[src/rtl/lsu.sv]
// Load/store unit: carries one execute-stage memory op across a valid/ready data bus,
// stalls the core while it is outstanding, and formats load results (lw / lbu).
module lsu #(
  parameter int TIMEOUT_CYCLES = 255
) (
  input  logic        clk,
  input  logic        rst,
  input  logic        req_valid,
  input  logic        req_wen,
  input  logic [29:0] req_addr,
  input  logic [3:0]  req_mask,
  input  logic [31:0] req_wdata,
  input  logic        req_lbu,
  input  logic [1:0]  req_sel,
  output logic        busy,
  output logic        done,
  output logic [31:0] load_data,
  output logic        err,
  output logic        bus_valid,
  input  logic        bus_ready,
  output logic        bus_wen,
  output logic [29:0] bus_addr,
  output logic [3:0]  bus_mask,
  output logic [31:0] bus_wdata,
  input  logic        bus_rvalid,
  input  logic [31:0] bus_rdata
);

  localparam int TW = $clog2(TIMEOUT_CYCLES + 1);
  localparam logic [TW-1:0] TIMER_LAST = TW'(TIMEOUT_CYCLES - 1);

  // Handshake: a bus request transfers on a rising edge where bus_valid && bus_ready;
  // once raised, bus_valid and bus_* hold until that edge (or until the watchdog fires).
  // bus_rvalid is a one-cycle response, only honoured while waiting for it.
  typedef enum logic [1:0] {IDLE, REQ, WAIT, RESP} state_t;

  state_t        state;
  logic [TW-1:0] timer;
  logic          lat_lbu;
  logic [1:0]    lat_sel;
  logic          expired;
  logic [31:0]   fmt_data;

  // timer holds (cycles spent in REQ+WAIT) - 1 and saturates at the last allowed cycle
  assign expired = (timer >= TIMER_LAST);

  assign busy = ((state == IDLE) && req_valid) || (state == REQ) || (state == WAIT);

  always_comb begin
    fmt_data = bus_rdata;
    if (bus_wen) begin
      fmt_data = 32'h0;
    end else if (lat_lbu) begin
      case (lat_sel)
        2'd0:    fmt_data = {24'h0, bus_rdata[7:0]};
        2'd1:    fmt_data = {24'h0, bus_rdata[15:8]};
        2'd2:    fmt_data = {24'h0, bus_rdata[23:16]};
        default: fmt_data = {24'h0, bus_rdata[31:24]};
      endcase
    end
  end

  always_ff @(posedge clk or posedge rst) begin
    if (rst) begin
      state     <= IDLE;
      timer     <= '0;
      lat_lbu   <= 1'b0;
      lat_sel   <= 2'd0;
      done      <= 1'b0;
      load_data <= 32'h0;
      err       <= 1'b0;
      bus_valid <= 1'b0;
      bus_wen   <= 1'b0;
      bus_addr  <= 30'h0;
      bus_mask  <= 4'h0;
      bus_wdata <= 32'h0;
    end else begin
      done <= 1'b0;
      case (state)
        IDLE: begin
          if (req_valid) begin
            bus_wen   <= req_wen;
            bus_addr  <= req_addr;
            bus_mask  <= req_wen ? req_mask : 4'b1111;
            bus_wdata <= req_wdata;
            lat_lbu   <= req_lbu;
            lat_sel   <= req_sel;
            timer     <= '0;
            bus_valid <= 1'b1;
            state     <= REQ;
          end
        end
        REQ: begin
          if (bus_ready) begin
            bus_valid <= 1'b0;
            state     <= WAIT;
            if (!expired) timer <= timer + TW'(1);
          end else if (expired) begin
            bus_valid <= 1'b0;
            load_data <= 32'h0;
            err       <= 1'b1;
            done      <= 1'b1;
            state     <= RESP;
          end else begin
            timer <= timer + TW'(1);
          end
        end
        WAIT: begin
          if (bus_rvalid) begin
            load_data <= fmt_data;
            done      <= 1'b1;
            state     <= RESP;
          end else if (expired) begin
            load_data <= 32'h0;
            err       <= 1'b1;
            done      <= 1'b1;
            state     <= RESP;
          end else begin
            timer <= timer + TW'(1);
          end
        end
        default: begin
          state <= IDLE;
        end
      endcase
    end
  end

endmodule

[config.mk]
export PLATFORM = sky130hd
export DESIGN_NAME = lsu
export DESIGN_NICKNAME = d
export VERILOG_FILES = /design/src/rtl/lsu.sv
export SDC_FILE = /design/constraint.sdc
export NUM_CORES = 1
export LEC_CHECK = 0
export BUFFER_PORTS_ARGS = -buffer_cell sky130_fd_sc_hd__buf_2
export CAP_MARGIN = 20
export CORE_MARGIN = 3
export CORE_UTILIZATION = 53
export CTS_BUF_LIST = sky130_fd_sc_hd__clkbuf_2
export DETAILED_ROUTE_END_ITERATION = 12
export PLACE_DENSITY = 0.87
export SLEW_MARGIN = 20
export SYNTH_ARGS = -nofsm -noshare
export SYNTH_HDL_FRONTEND = slang
export SYNTH_SLANG_ARGS = --single-unit
[constraint.sdc]
create_clock -name clk -period 7.35 [get_ports clk]
set_input_delay 0.3675 -clock clk [delete_from_list [all_inputs] [get_ports clk]]
set_output_delay 0.3675 -clock clk [all_outputs]
set_load 0.05 [all_outputs]
Word level (Yosys, flattened, before mapping)
Cells that the tools add are included.
{"block": "word_totals", "ff_bits": 115, "in_bits": 107, "out_inout_bits": 103, "word_cells": 64}
{"block": "op_classes", "add_sub_neg": 1, "magnitude_cmp": 1, "eq_ne": 8, "n_mux": 29, "n_reduce_logical": 13}
{"op": "$mux W32", "count": 5}
{"op": "$pmux W32 S2", "count": 1}
{"op": "$pmux W8 S3", "count": 2}
{"op": "$mux W8", "count": 3}
{"op": "$mux W1", "count": 9}
{"op": "$reduce_and A3 Y1", "count": 3}
{"op": "$add A8 B1 Y8 const B", "count": 1}
{"op": "$ge A8 B8 Y1 const B", "count": 1}
{"op": "$mux W2", "count": 4}
{"op": "$ne A2 B2 Y1 const B", "count": 3}
{"op": "$pmux W1 S2", "count": 3}
{"op": "$pmux W2 S3", "count": 1}
{"op": "$eq A2 B1 Y1 const B", "count": 2}
{"op": "$eq A2 B2 Y1 const B", "count": 2}
{"op": "$logic_not A2 Y1", "count": 2}
{"op": "$mux W4", "count": 1}
{"op": "$reduce_and A2 Y1", "count": 2}
{"op": "$reduce_bool A2 Y1", "count": 2}
{"op": "$ne A3 B3 Y1 const B", "count": 1}
{"op": "$reduce_bool A3 Y1", "count": 1}
{"op": "$logic_or A1 B1 Y1", "count": 2}
{"op": "$logic_and A1 B1 Y1", "count": 1}

Longest topological paths before layout
Gate-level depths: netlist of the first run.
{"block": "depth", "word_depth": 6, "ltp_mapped": 8, "depth_no_buf": 6}

Worst setup path after synthesis of the first run
No wires, ideal clock.
{"block": "synth_timing", "kind": "flip-flop to output port", "from": "reg state[0]", "to": "out busy", "arrival_time_ns": 1.691, "required_time_ns": 6.983, "setup_slack_ns": 5.291, "stages_incl_launch_ff": 7, "n_path_buf": 2, "path_cell_list": "dfrtp_1 inv_1 ha_1 nand2_1 clkbuf_1 clkbuf_1 nand2_1"}
{"block": "synth_between", "elab_chain_len": 4, "elab_cells_between_ends": 6, "classes_between": "eq/ne (2); reduce/logical (4)"}
{"element": "from (decl)", "line_no": "37", "source": "state_t state;"}
{"element": "from (signal assigned)", "line_no": "65", "source": "state <= IDLE;"}
{"element": "from (signal assigned)", "line_no": "90", "source": "state <= REQ;"}
{"element": "from (signal assigned)", "line_no": "96", "source": "state <= WAIT;"}
{"element": "$logic_not A2 Y1", "line_no": "47", "source": "assign busy = ((state == IDLE) && req_valid) || (state == REQ) || (state == WAIT);"}
{"element": "$logic_and A1 B1 Y1", "line_no": "47"}
{"element": "$logic_or A1 B1 Y1", "line_no": "47"}
{"element": "$logic_or A1 B1 Y1 (*)", "line_no": "47"}
{"element": "to (decl)", "line_no": "15", "source": "output logic busy,"}
Every way passes the cells marked *; elsewhere a longest branch is shown, timed or not.

Worst setup path in the final report of the first run
Same ends and word-level chain as after synthesis.

==> flow_summary.toml, run 1 <==
[setup_path]
worstSetupPathType = "flip-flop to output pin"
endpoint_kind = "output pin"
worst-endpoint-required_ns = 6.98
reg2reg_slack_ns = 4.56
worstPathArrival_ns = 2.54
crit_path_max_incr_delay_ns = 0.70
cp-start-kind = "flip-flop"
cp_max_fo = 76
path_cells = "inv_1 -> ha_1 -> nand2_4 -> nand2_1 -> buf_2"
reg2reg_depth = 7
slowest_stage = "nand2_4"

[clock_network]
htreeDepth = 4
cts-root-buf = "clkbuf_2"
clock_latency_ns = 0.69
cts_resized = 0
cts_tree = "done"
clk_pin_slew_ns = 0.18
clock_path_buffers = 2
clock-sinks = 115
numCtsBuffers = 17
cts_hold_buf = 104
post_cts_buffers = 0

[cells_and_area]
area_growth_pct = 49.22
fillers = 467
ff_latch_area_um2 = 2878
fin_nets = 806
diodes = 0
drive_gt1_frac = 0.4518
multi_input_area_um2 = 1867
utilization = 0.8240

[synthesis]
yosys.area.top_type_share = 0.5890
synthArstFlopShare = 1.000
synthTopCellsByArea = "dfrtp_1, mux2_2, a22o_1"
ys_seq_area_frac = 0.5890
syn_inst = 381
synth-edff-count = 0
synth_cell_type_count = 40
netlist_area_um2 = 4886
post_synth.cell_area_avg_um2 = 12.82
yosysMostFrequentCell = "dfrtp_1"
yosys_register_bits = 115
ys.warnings.count = 0
ys_top_cells_by_count = "dfrtp_1, mux2_2, a22o_1"
ys.flop_type = "dfrtp_1"
synth_area_leader_cell = "dfrtp_1"
syn-num-nets = 494

[worst_hold_path]
hp-class = "input pin to flip-flop"
whs_path_depth = 3

[detailed_routing]
drtIter0Drc = 225
drc = 0
vias = 4575
drt_wl_total_um = 15620
drt-pass1-iter-count = 5
post_drt_wl_per_cell_um = 19.19
drtAntennaViolNets = 0
routed_via_density = 5.620

[placed_design]
portBuffers = 209
dpl.hpwl_um = 9057
gp_congestion = 0.8464

[power]
vdd_ir_drop_max_uv = 369.7
swShare = 0.5373
internal_power_mw = 1.661
p_leak_nw = 3.616
total_power_mw = 3.589
pwr_density_cell_nw_per_um2 = 492.3
switchingPower_mw = 1.929
seqPwrFrac = 0.319
clkPwrFrac = 0.118
combinationalPowerShare = 0.563

[die]
design.die.area_um2 = 10410
initial_core_util = 0.5522
coreArea_um2 = 8848
rows = 34
die_x_um = 102.0
io_pins = 210
die_y_um = 102.0

[job]
drv_cap = 0

[timing]
fin_worst_skew_ns = 0.04010
rsz0062_at_grt = "false"
finalSetupViolCount = 0
period_needed_ns = 2.911
fin_crit_sh = 0.3961
worstMarginPinSlew_ns = 0.9894
slew_violations = 0
hold_viol_final = 0
slew_headroom = 0.3404
timing.fmax_ghz = 0.3435
tns_ns = 0

[global_routing]
grt_usage = 0.3060
antenna_found_initial = 0
grt_start_max_net_pins = 77
grt_pass1_vias = 4731
grt_overflow = 0
grt_pass1_wl_um = 23990

[status]
status = "finished, final reports clean"
-- flip-flops by register name, indices dropped and copies added (netlist names), 2 cells and up --
register / count
timer: 8
load_data: 32
bus_wdata: 32
lat_sel: 2
bus_mask: 4
state: 2
bus_addr: 30
-- worst paths after layout --
path                              startpoint            end
worst max-delay path                state[0]           busy
worst max register to register      state[1]   load_data[9]
max in group asynchronous                rst     lat_sel[0]
min in group asynchronous                rst  bus_wdata[23]
worst min-delay path               req_valid      bus_valid
worst min register to register  load_data[2]   load_data[2]
-- cells by family after synthesis --
kind of cell,after synthesis,share of synthesized area
AO/OA/AOI/OAI,77,0.1191
flip-flops,115,0.5890
buffers and inverters,38,0.03175
AND/OR/NAND/NOR,69,0.07196
multiplexers,76,0.1729
adder cells (fa/ha/maj),6,0.01536
-- critical path: cells and delay by family, from the launching register on --
family                   cells  cell delay, ns
buffers and inverters        2            0.34
adder cells (fa/ha/maj)      1            0.27
AND/OR/NAND/NOR              2            0.82
flip-flops                   1            0.44
-- layout make-up --
type                            instances  area share
Clock buffer                           18     0.01236
Clock inverter                         14     0.02094
Inverter                               15    0.008066
Multi-Input combinational cell        228      0.2560
Sequential cell                       115      0.3947
Tap cell                              108     0.01853
Timing Repair Buffer                  316      0.2893
-- power groups by stage --
stage | sequential, mW | clock, mW | combinational, mW
floorplan | 2.05 | 0 | 0.568
global placement | 1.12 | 0 | 1.91
detailed placement | 1.13 | 0 | 1.94
CTS | 1.12 | 0.431 | 1.99
global route | 1.18 | 0.462 | 2.10
finish | 1.15 | 0.425 | 2.02
-- routing by layer --
| metal | routed length, um | GRT usage |
|---|---|---|
| met1 | 5353 | 0.3323 |
| met2 | 8455 | 0.5467 |
| met3 | 1119 | 0.07577 |
| met4 | 693 | 0.1655 |
| met5 | 0 | 0 |
-- metrics by stage --
step / cell area (um2) / setup WS (ns) / hold WS [ns] / instances
after global routing: 7291 / 4.212 / 0.1016 / 814
after global placement: 6007 / 4.886 / 0.4323 / 678
after floorplan: 4886 / 3.938 / 0.4643 / 381
final: 7291 / 4.439 / 0.1241 / 814
after CTS: 7291 / 4.381 / 0.09648 / 814
after detailed placement: 6007 / 4.729 / 0.4428 / 678
-- cell usage in the layout (no fill, tap or decap), types with 3 or more instances in the layout --
cell,n
inv_1,14
buf_2,209
o31ai_1,4
buf_4,3
or4_1,4
clkinvlp_4,4
nor3_1,4
a31oi_1,8
o211ai_1,10
o2bb2ai_1,8
mux2i_1,9
nor2_1,22
a21oi_1,3
nand2_1,17
mux2_2,67
a22o_1,25
dfrtp_1,115
ha_1,6
nor2b_1,5
dlygate4sd3_1,104
inv_6,4
clkbuf_2,18
o21ai_0,10
Power figures use the tool's default switching activity.
==> run 2: changes to the inputs <==
CORE_UTILIZATION = 49   (was 53)
PLACE_DENSITY = 0.81   (was 0.87)
clock period = 2.7 ns   (was 7.35 ns; I/O delays follow)
==> run 2 against run 1 <==
Compared with the run above:
- wire length fell by 2.0%
- combinational power rose to 2.8 times the previous value
- critical path type unchanged
- sequential cell count did not move
- clock power grew 150%
- critical endpoint unchanged
- critical path depth rose by 1
- core utilization down 4.0 points
- cell count up 3.9%
- final area up 1.8%
- register-to-register slack worse by 4.1 ns
- largest power group unchanged
==> flow_summary.toml, run 2 (same netlist as run 1, synthesis figures left out) <==
[cells_and_area]
reg_top3 = "bus_wdata: 32 flops, load_data: 32 flops, bus_addr: 30 flops"
layout_common_cells = "buf_2, dfrtp_1, dlygate4sd3_1, mux2_2, a22o_1"
area_growth_pct = 51.83
utilization = 0.7843
fin_nets = 818
drive_gt1_frac = 0.4441
mostFrequentLayoutCell = "buf_2"

[detailed_routing]
drt-pass1-iter-count = 6
post_drt_wl_per_cell_um = 18.10
drt_wl_total_um = 15310
routed_via_density = 5.266
vias = 4455
drtIter0Drc = 234
drtAntennaViolNets = 0
drc = 0

[timing]
period_needed_ns = 2.391
final.setup.worst_slack_ns = 0.3092
whs_ns = 0.2014
rsz0062_at_grt = "false"
fin_worst_skew_ns = 0.03255
hold_viol_final = 0
finalSetupViolCount = 0
tns_ns = 0
fin_crit_sh = 0.8855
slew_headroom = 0.4922
slew_violations = 0
timing.fmax_ghz = 0.4183
worstMarginPinSlew_ns = 0.7616

[setup_path]
crit_path_max_incr_delay_ns = 0.45
cp-start-kind = "flip-flop"
worstPathArrival_ns = 2.26
worst-endpoint-required_ns = 2.57
cp.depth = 6
cp_max_fo = 23
worstSetupPathType = "flip-flop to output pin"
path_buf_inv = 3
endpoint_kind = "output pin"
path_cells = "inv_1 -> ha_1 -> nand2_4 -> buf_12 -> nand2_1 -> buf_2"
slowest_stage = "dfrtp_1"
crit_family = "buffers and inverters"
reg2reg_depth = 6

[global_routing]
use_met3 = 0.07287
grt_pass1_vias = 4961
grt_pass1_wl_um = 25070
grt_usage = 0.2865
busiest_layer = "met2"
grt_start_max_net_pins = 61
grt_use_met1 = 0.3036
antenna_found_initial = 1
groute.layer.met2.usage = 0.5191
grt_overflow = 0

[clock_network]
clock_path_buffers = 2
htreeDepth = 4
clock-sinks = 115
cts_tree = "done"
numCtsBuffers = 17
clock_latency_ns = 0.68
clk_pin_slew_ns = 0.18
cts-root-buf = "clkbuf_2"

[worst_hold_path]
whs_path_depth = 3
hp-class = "input pin to flip-flop"

[placed_design]
gp_congestion = 0.8383
place_ws_ns = 0.4779
portBuffers = 209
dpl.hpwl_um = 9364

[power]
swShare = 0.5302
p_leak_nw = 3.671
total_power_mw = 9.669
pwr_density_cell_nw_per_um2 = 1303
vdd_ir_drop_max_uv = 1006
switchingPower_mw = 5.126
internal_power_mw = 4.542
combinationalPowerShare = 0.575
seqPwrFrac = 0.317
clkPwrFrac = 0.108

[status]
status = "finished, final reports clean"

[job]
drv_cap = 0

[die]
die_x_um = 105.9
coreArea_um2 = 9459
rows = 35
design.die.area_um2 = 11210
die_y_um = 105.9
initial_core_util = 0.5165
io_pins = 210
[run 2: cell count changes in the layout (fill, tap and decap cells not counted), sizes merged]
cell / previous run / this run
buf: 212 / 217
clkinvlp: 4 / 3
diode: 0 / 1
clkinv: 4 / 8
dlygate4sd3: 104 / 111
inv: 19 / 14
[run 2: timing repair]
action | CTS | global route
endpoints found under the setup margin | 0 | 1
hold buffers | 111 | 0
gates resized for setup | 0 | 1
buffers inserted | 0 | 0
hold endpoints to repair | 220 | 0
[run 2: power by group through the flow]
stage / logic (mW) / registers [mW] / clock network [mW]
2_1_floorplan: 1.55 / 5.58 / 0
3_3_place_gp: 5.28 / 3.00 / 0
3_5_place_dp: 5.37 / 3.06 / 0
4_1_cts: 5.52 / 3.03 / 1.06
5_1_grt: 5.80 / 3.17 / 1.15
6_report: 5.56 / 3.06 / 1.05
[run 2: worst paths after layout]
path	from	endpoint	slack [ns]
setup / recovery	state[0]	busy	0.31
hold / removal	req_sel[1]	lat_sel[1]	0.20
setup reg to reg	state[0]	timer[4]	0.44
hold reg to reg	bus_mask[2]	bus_mask[2]	0.51
max in group asynchronous	rst	timer[3]	1.90
min in group asynchronous	rst	bus_addr[6]	0.26
[run 2: per-stage QoR]
step / std cells / area (um2)
final: 846 / 7418
after global routing: 846 / 7418
after CTS: 845 / 7411
after detailed placement: 704 / 6092
after global placement: 704 / 6092
after floorplan: 381 / 4890
[run 2: layout make-up]
| cell class | instances | area, um2 |
|---|---|---|
| multi-input cells | 228 | 1867 |
| diodes | 1 | 2.502 |
| clock buffers | 18 | 90.09 |
| flip-flops and latches | 115 | 2878 |
| well taps | 129 | 161.4 |
| fillers | 583 | 2041 |
| repair buffers | 328 | 2242 |
| inverters | 15 | 60.06 |
| clock inverters | 12 | 117.6 |
[run 2: routing by layer]
| layer | wire (um) | share of wire | up-vias |
|---|---|---|---|
| met2 | 8320 | 0.54 | 217 |
| met4 | 639 | 0.042 | 0 |
| met1 | 5338 | 0.35 | 2163 |
| met5 | 0 | 0 | - |
| li1 | - | - | 2015 |
| met3 | 1014 | 0.066 | 60 |
[run 2: worst reg2reg max path: stages (launching register included)]
cell      delay [ns]
dfrtp_1         0.44
inv_1           0.09
ha_1            0.28
and2_4          0.19
or3_1           0.48
or4_1           0.54
a21boi_1        0.16
